<file path="config.mk">
export PLATFORM = sky130hd
export DESIGN_NAME = clock_divider_gated
export DESIGN_NICKNAME = d
export VERILOG_FILES = /design/src/rtl/clock_divider_pkg.sv /design/src/rtl/clock_divider_channel.sv /design/src/rtl/clock_divider_gated.sv
export SDC_FILE = /design/constraint.sdc
export NUM_CORES = 1
export LEC_CHECK = 0
export CORE_MARGIN = 4
export CORE_UTILIZATION = 45
export DETAILED_ROUTE_END_ITERATION = 8
export GPL_TIMING_DRIVEN = 1
export HOLD_SLACK_MARGIN = 0.15
export PLACE_DENSITY_LB_ADDON = 0.1
export SLEW_MARGIN = 30
export SYNTH_ARGS = -nofsm -noshare
export SYNTH_HDL_FRONTEND = slang
export SYNTH_SLANG_ARGS = --single-unit
</file>
<file path="constraint.sdc">
create_clock -name clock -period 3.2 [get_ports clock]
set_input_delay 0.64 -clock clock [delete_from_list [all_inputs] [get_ports clock]]
set_output_delay 0.64 -clock clock [all_outputs]
set_load 0.005 [all_outputs]
</file>
<file path="src/rtl/clock_divider_pkg.sv">
// Shared types and helpers for the gated multi-channel clock divider.
package clock_divider_pkg;

  typedef enum logic [1:0] {
    IDLE = 2'd0,
    RUN  = 2'd1,
    STOP = 2'd2
  } state_t;

  localparam int DIV_WIDTH_DEF = 8;

  // LSB position of channel ch's divisor field in the flattened divisor bus.
  function automatic int div_lsb(input int ch, input int width);
    return ch * width;
  endfunction

endpackage

</file>
<file path="src/rtl/clock_divider_channel.sv">
// One divider channel: IDLE/RUN/STOP FSM, phase counter, latched divisor and a
// registered 50%-duty output that only changes at phase boundaries.
module clock_divider_channel
  import clock_divider_pkg::*;
#(
  parameter int DIV_WIDTH = DIV_WIDTH_DEF
) (
  input  logic                 clock,
  input  logic                 reset,
  input  logic                 en_s_i,
  input  logic [DIV_WIDTH-1:0] div_i,
  output logic                 clk_o,
  output logic                 active_o
);

  state_t               state_q, state_d;
  logic [DIV_WIDTH-1:0] cnt_q, cnt_d;
  logic [DIV_WIDTH-1:0] div_q, div_d;
  logic                 out_q, out_d;
  logic                 active_q;
  logic                 wrap;

  assign wrap = (cnt_q == div_q);

  always_comb begin
    state_d = state_q;
    cnt_d   = cnt_q;
    div_d   = div_q;
    out_d   = out_q;
    case (state_q)
      IDLE: begin
        cnt_d = '0;
        out_d = 1'b0;
        if (en_s_i) begin
          state_d = RUN;
          div_d   = div_i;
        end
      end
      RUN, STOP: begin
        if (wrap) begin
          cnt_d = '0;
          out_d = ~out_q;
          // Divisor is only re-sampled at a full period boundary (falling toggle).
          if (out_q) div_d = div_i;
        end else begin
          cnt_d = cnt_q + 1'b1;
        end
        // A disable that lands with the output high commits to finishing the high phase.
        if (state_q == RUN && !en_s_i) state_d = out_d ? STOP : IDLE;
        if (state_q == STOP && wrap && out_q) state_d = IDLE;
        if (state_d == IDLE) begin
          cnt_d = '0;
          out_d = 1'b0;
        end
      end
      default: begin
        state_d = IDLE;
        cnt_d   = '0;
        out_d   = 1'b0;
      end
    endcase
  end

  always_ff @(posedge clock or posedge reset) begin
    if (reset) begin
      state_q  <= IDLE;
      cnt_q    <= '0;
      div_q    <= '0;
      out_q    <= 1'b0;
      active_q <= 1'b0;
    end else begin
      state_q  <= state_d;
      cnt_q    <= cnt_d;
      div_q    <= div_d;
      out_q    <= out_d;
      active_q <= (state_d != IDLE);
    end
  end

  assign clk_o    = out_q;
  assign active_o = active_q;

endmodule

</file>
<file path="src/rtl/clock_divider_gated.sv">
// Multi-channel glitch-free programmable clock divider: per-channel enable
// synchronizer feeding an array of independent divider channels.
module clock_divider_gated
  import clock_divider_pkg::*;
#(
  parameter int NUM_CHANNELS = 4,
  parameter int DIV_WIDTH    = DIV_WIDTH_DEF,
  parameter int SYNC_STAGES  = 2
) (
  input  logic                              clock,
  input  logic                              reset,
  input  logic [NUM_CHANNELS-1:0]           enable,
  input  logic [NUM_CHANNELS*DIV_WIDTH-1:0] divisor,
  output logic [NUM_CHANNELS-1:0]           clock_out,
  output logic [NUM_CHANNELS-1:0]           active
);

  logic [NUM_CHANNELS-1:0] en_s;

  for (genvar i = 0; i < NUM_CHANNELS; i++) begin : g_ch
    if (SYNC_STAGES == 0) begin : g_nosync
      assign en_s[i] = enable[i];
    end else begin : g_sync
      logic [SYNC_STAGES-1:0] sync_q;
      always_ff @(posedge clock or posedge reset) begin
        if (reset) begin
          sync_q <= '0;
        end else begin
          sync_q[0] <= enable[i];
          for (int k = 1; k < SYNC_STAGES; k++) sync_q[k] <= sync_q[k-1];
        end
      end
      assign en_s[i] = sync_q[SYNC_STAGES-1];
    end

    clock_divider_channel #(
      .DIV_WIDTH(DIV_WIDTH)
    ) u_ch (
      .clock   (clock),
      .reset   (reset),
      .en_s_i  (en_s[i]),
      .div_i   (divisor[div_lsb(i, DIV_WIDTH) +: DIV_WIDTH]),
      .clk_o   (clock_out[i]),
      .active_o(active[i])
    );
  end

endmodule

</file>
## Word-level counts from Yosys, hierarchy flattened

Cells that the tools add are included.

| word-level totals | value |
|---|---|
| word-level logic and storage cells | 164 |
| input port bits | 38 |
| output and inout bits | 8 |
| bits in registers | 88 |

| operators by class | value |
|---|---|
| add/sub/neg operators | 4 |
| reduce and logical (&&, ||, !) cells | 40 |
| bitwise logic cells | 4 |
| muxes and demuxes | 68 |
| eq/ne operators | 24 |

Operators by type and width:

| kind | count |
|---|---|
| $mux W8 | 24 |
| $pmux W8 S2 | 4 |
| $mux W2 | 20 |
| $add A8 B1 Y8 const B | 4 |
| $eq A8 B8 Y1 | 4 |
| $logic_not A2 Y1 | 8 |
| $mux W1 | 16 |
| $ne A2 B1 Y1 const B | 8 |
| $pmux W2 S2 | 4 |
| $reduce_and A4 Y1 | 4 |
| $reduce_bool A2 Y1 | 8 |
| $logic_and A1 B1 Y1 | 12 |
| $eq A2 B1 Y1 const B | 4 |
| $eq A2 B2 Y1 const B | 4 |
| $ne A2 B2 Y1 const B | 4 |
| $reduce_or A2 Y1 | 4 |
| $logic_not A1 Y1 | 4 |
| $not A1 Y1 | 4 |

## Longest topological paths before layout

| logic depth | value |
|---|---|
| word-level depth | 10 |
| mapped depth | 8 |
| depth with buffers taken out | 7 |

## Hierarchy

A second synthesis with hierarchy kept.

| unflattened totals | value |
|---|---|
| cell total of the unflattened synthesis | 387 |
| area, all modules | 4454.3 µm² |

By module, submodules not included:

| module | instances | cells an instance | area an instance (µm²) | sequential area each (µm²) |
|---|---|---|---|---|
| clock_divider_channel at g_ch[1].u_ch ... | 3 | 94 | 1068.5 | 500.5 |
| clock_divider_channel at g_ch[0].u_ch | 1 | 96 | 1044.8 | 500.5 |
| clock_divider_gated | 1 | 9 | 203.9 | 200.2 |

## Worst setup path before layout

Ideal clock, no wire load.

| path | value |
|---|---|
| path type | register to register |
| start point | register g_ch[0].u_ch.cnt_q[1] |
| end point | register g_ch[0].u_ch.div_q[0] |
| period minus slack after synthesis | 1788 ps |
| arrival time | 1663 ps |
| buffers on the path | 1 |
| library setup time | 125 ps |
| data required time | 3075 ps |
| cell stages (with the launch flop) | 7 |
| slack | 1412 ps |
| path through | dfrtp_1 -> xor2_1 -> nor4_2 -> nand3_1 -> a21o_1 -> buf_6 -> mux2_4 |

| on the way | value |
|---|---|
| word-level cells in the longest chain between the ends | 3 |

Ends and longest elaborated chain:

| item | line | source |
|---|---|---|
| from (decl) | clock_divider_channel.sv:17 | `logic [DIV_WIDTH-1:0] cnt_q, cnt_d;` |
| from (signal assigned) | clock_divider_channel.sv:73 | `cnt_q <= cnt_d;` |
| $eq A8 B8 Y1 | clock_divider_channel.sv:23 | `assign wrap = (cnt_q == div_q);` |
| $ne A2 B1 Y1 (no line) | -- |  |
| $reduce_and A4 Y1 (no line) | -- |  |
| to (signal assigned) | clock_divider_channel.sv:74 | `div_q <= div_d;` |
| to (decl) | clock_divider_channel.sv:18 | `logic [DIV_WIDTH-1:0] div_q, div_d;` |

No other way between the ends.
A chain may end at the register's enable or synchronous reset.

## Worst setup path in the final report

| path | value |
|---|---|
| start point | register g_ch[0].u_ch.cnt_q[0] |
| end point | register g_ch[0].u_ch.div_q[7] |

Same word-level chain as after synthesis.

==> summary.md <==
| Metric | Value |
|---|---|
| Setup Skew | 0.00949 ns |
| Sequential area share after synthesis | 0.496 |
| FF/Latch Area | 2200 sq um |
| Diode count | 0 |
| Maximum VDD drop | 0.475 mV |
| Synth warnings | 0 |
| DRT iter0 DRCs | 48 |
| Main combinational cell family by area after synthesis | simple AND/OR/NAND/NOR gates |
| Worst Hold Class | reg -> reg |
| Grt total ovfl | 0 |
| TritonCTS clock tree | yes |
| Initial DRT Pass Iterations | 4 |
| Nets@finish | ~490 |
| Syn_nets | 445 |
| Detailed Route WL | 7610 um |
| Number of synthesized register bits | 88 |
| WP data arrival | 2.26 ns |
| PwrDens | 851 nW/um^2 |
| Setup bufs post-CTS | 0 |
| Synth top area cells | dfrtp_1 50%, xor2_1 7.5%, mux2_2 6.1% |
| Netlist Area Pre-Place | between 4000 and 5000 sq um |
| Cells after DPL | 549 |
| GR Util met1 | 0.190 |
| First-pass GRT wire length | 13500 um |
| TNS Setup | 0 ns |
| Wirelength per Cell | 13.5 um |
| Endpoint class of the critical path | flop |
| Vias per cell | about 5 |
| Initial Util | 0.472 |
| Simple-gate share of the synthesized area | 0.134 |
| Fin crit share | 0.628 |
| Die Width | 107 um |
| Yosys top cell by area | dfrtp_1 |
| Crit path kind | reg -> reg |
| Max Cap Violations | 0 |
| Area share of xor/xnor cells in the synthesized design | 0.118 |
| Netlist cell types | 44 |
| Complex-gate fraction of the synthesized area | 0.0659 |
| Startpoint Class | flop |
| RSZ-0062 raised after global routing | false |
| DP HPWL | 5360 um |
| Req. time, crit path | 3.45 ns |
| Hold Path Depth | 0 |
| Post-DRT Antenna Nets | 0 |
| Max FO, Critical Path | 8 |
| TritonCTS Sinks | 88 |
| Top_reg_cell synth | dfrtp_1 |
| Die Ht | between 100 and 150 um |
| Footprint of the multi-input gates | 2080 sq um |
| Fill count | 819 |
| GRT Util Overall | 0.146 |
| Met2 GRT Util | 0.231 |
| R2r worst-path depth | 5 |
| Row count | 35 |
| EDFF count, synth | 0 |
| Share of post-route cells with drive strength above 1 | 0.138 |
| Final setup fails | 0 |
| Met3 usage | 0.0432 |
| Final hold vios | 0 |
| Placer Congestion | 0.827 |
| Synth async-reset ratio | 1.00 |
| Post-synthesis adder-cell area fraction | 0.0564 |
| HP Start | g_ch[0].g_sync.sync_q[0] |
| Mux cell area share after synthesis | 0.0947 |
| Vias in the first global route | between 2000 and 3000 |
| Outcome | complete, no violations |
| Pin count of the biggest net entering global routing | 49 |
| End of the worst hold path | g_ch[0].g_sync.sync_q[1] |
| LEAKAGE | 2.25 nW |
| Clock Path Buffers | 2 |
| DRC | 0 |
| # H-tree levels | 3 |
| Fin. max-slew vios | 0 |
| Slew margin rel. | 0.599 |
| Gates resized, CTS repair | 0 |
| PortBufs | 45 |
| DR vias | 2804 |
| R2R Path End | g_ch[0].u_ch.div_q[7] |
| Core area | 9420 sq um |
| Clock-pin slew on the worst setup and hold paths | 0.08 ns |
| Fin crit period | 2.01 ns |
| Slack of the worst reg-to-reg path | 1.19 ns |
| Io pins | 46 |
| Cts hold-fix bufs | 0 |
| Skew-Pair Late Insertion Delay | about 0.36 ns |
| FMAX | 498 MHz |
| Mapped Cells | 387 |
| DIE AREA | around 12000 sq um |
| Initial antenna violation count | 0 |
| GRT Max-Usage Layer | met2 |
| CTS buffer count | 9 |
| CTS Root Cell | clkbuf_8 |
| Syn-to-layout area delta | 16.7% |
| Syn Area/Cell | 11.5 sq um |
| Yosys top cell area share | 0.496 |
| Actual slew at the worst max-slew pin | approximately 0.60 ns |
| Min Hold Slack | around 0.35 ns |
| Non-filler cells in the finished layout | 565 |
| R2R Path Start | g_ch[0].u_ch.cnt_q[0] |
flip-flops by register name, indices dropped and copies added (netlist names):
register and cells:
g_ch.u_ch.active_o 4, g_ch.g_sync.sync_q 8, g_ch.u_ch.state_q 8, g_ch.u_ch.div_q 32
g_ch.u_ch.cnt_q 32, g_ch.u_ch.clk_o 4
power by group:
part           total (mW)  switching [mW]  internal [mW]
registers            1.74           0.287           1.45
clock network       0.781           0.396          0.384
logic                1.89           0.892          0.996
cell families after synthesis:
kind of cell / Yosys count
adder cells (fa/ha/maj): 20
AO/OA/AOI/OAI: 44
flip-flops: 88
AND/OR/NAND/NOR: 110
buffers and inverters: 30
multiplexers: 35
XOR/XNOR: 60
how the worst max path moves through the flow:
stage | from | to | cells after the start
after floorplan | reset | g_ch[0].g_sync.sync_q[0] | 1
after global placement | g_ch[0].u_ch.cnt_q[1] | g_ch[0].u_ch.div_q[7] | 5
after detailed placement | g_ch[0].u_ch.cnt_q[0] | g_ch[0].u_ch.div_q[2] | 5
after CTS | g_ch[0].u_ch.clk_o | clock_out[0] | 1
after global routing | g_ch[0].u_ch.cnt_q[6] | g_ch[0].u_ch.div_q[3] | 5
final | g_ch[0].u_ch.cnt_q[0] | g_ch[0].u_ch.div_q[7] | 5
routing by layer:
metal / share of wire / vias up
li1: - / 1412
met3: 0.039 / 9
met1: 0.47 / 1339
met2: 0.47 / 44
met5: 0 / -
met4: 0.015 / 0
synthesized netlist by cell type (all sizes together) (2+ instances only):
| library cell | n |
|---|---|
| a21o | 3 |
| inv | 17 |
| nand3 | 26 |
| dfrtp | 88 |
| ha | 20 |
| mux2 | 32 |
| o31ai | 6 |
| buf | 12 |
| and3 | 10 |
| nor2b | 2 |
| nand2b | 5 |
| a31oi | 6 |
| o21bai | 3 |
| nand3b | 5 |
| nand4 | 4 |
| a21oi | 11 |
| xnor2 | 22 |
| nand2 | 6 |
| nor2 | 39 |
| mux2i | 3 |
| xor2 | 38 |
| a21boi | 2 |
| o21ai | 6 |
| or2 | 2 |
| nor4 | 5 |
cells in the final DEF, fill, tap and decap left out, drive strengths merged, types with 3 or more instances in the layout:
cell           count
mux2              32
dfrtp             88
clkbuf            12
nand3b             5
and3              10
nand4              4
mux2i              3
o21bai             3
nor2              39
nor4               5
nand3             26
o21ai              6
nand2b             5
a21o               3
ha                20
a31oi              6
clkdlybuf4s50     45
nand2              6
xor2              38
inv               17
a21oi             11
o31ai              6
xnor2             22
cell type report:
cell class | count | area share
Multi-Input combinational cell | 269 | 0.402
Timing Repair Buffer | 46 | 0.0908
Tap cell | 129 | 0.0311
Inverter | 17 | 0.0128
Clock buffer | 12 | 0.0280
Sequential cell | 88 | 0.425
Clock inverter | 4 | 0.0104
critical path, stage by stage (launching register included):
cell and delay, ns:
dfrtp_1 0.45, xor2_1 0.17, nor4_2 0.39, nand3_1 0.16, a21o_1 0.37, mux2_4 0.36
stage by stage:
step           area, sq um  setup WS, ns  utilization  power, mW
5_1_grt               5180          1.05        0.551       4.77
6_report              5180          1.19        0.551       4.41
2_1_floorplan         4440         0.281            -       3.30
4_1_cts               5180          1.18        0.550       4.47
3_5_place_dp          4980          1.21        0.529       3.66
3_3_place_gp          4980          1.25        0.529       3.62
Note: power is estimated with default switching activity, not from simulation.
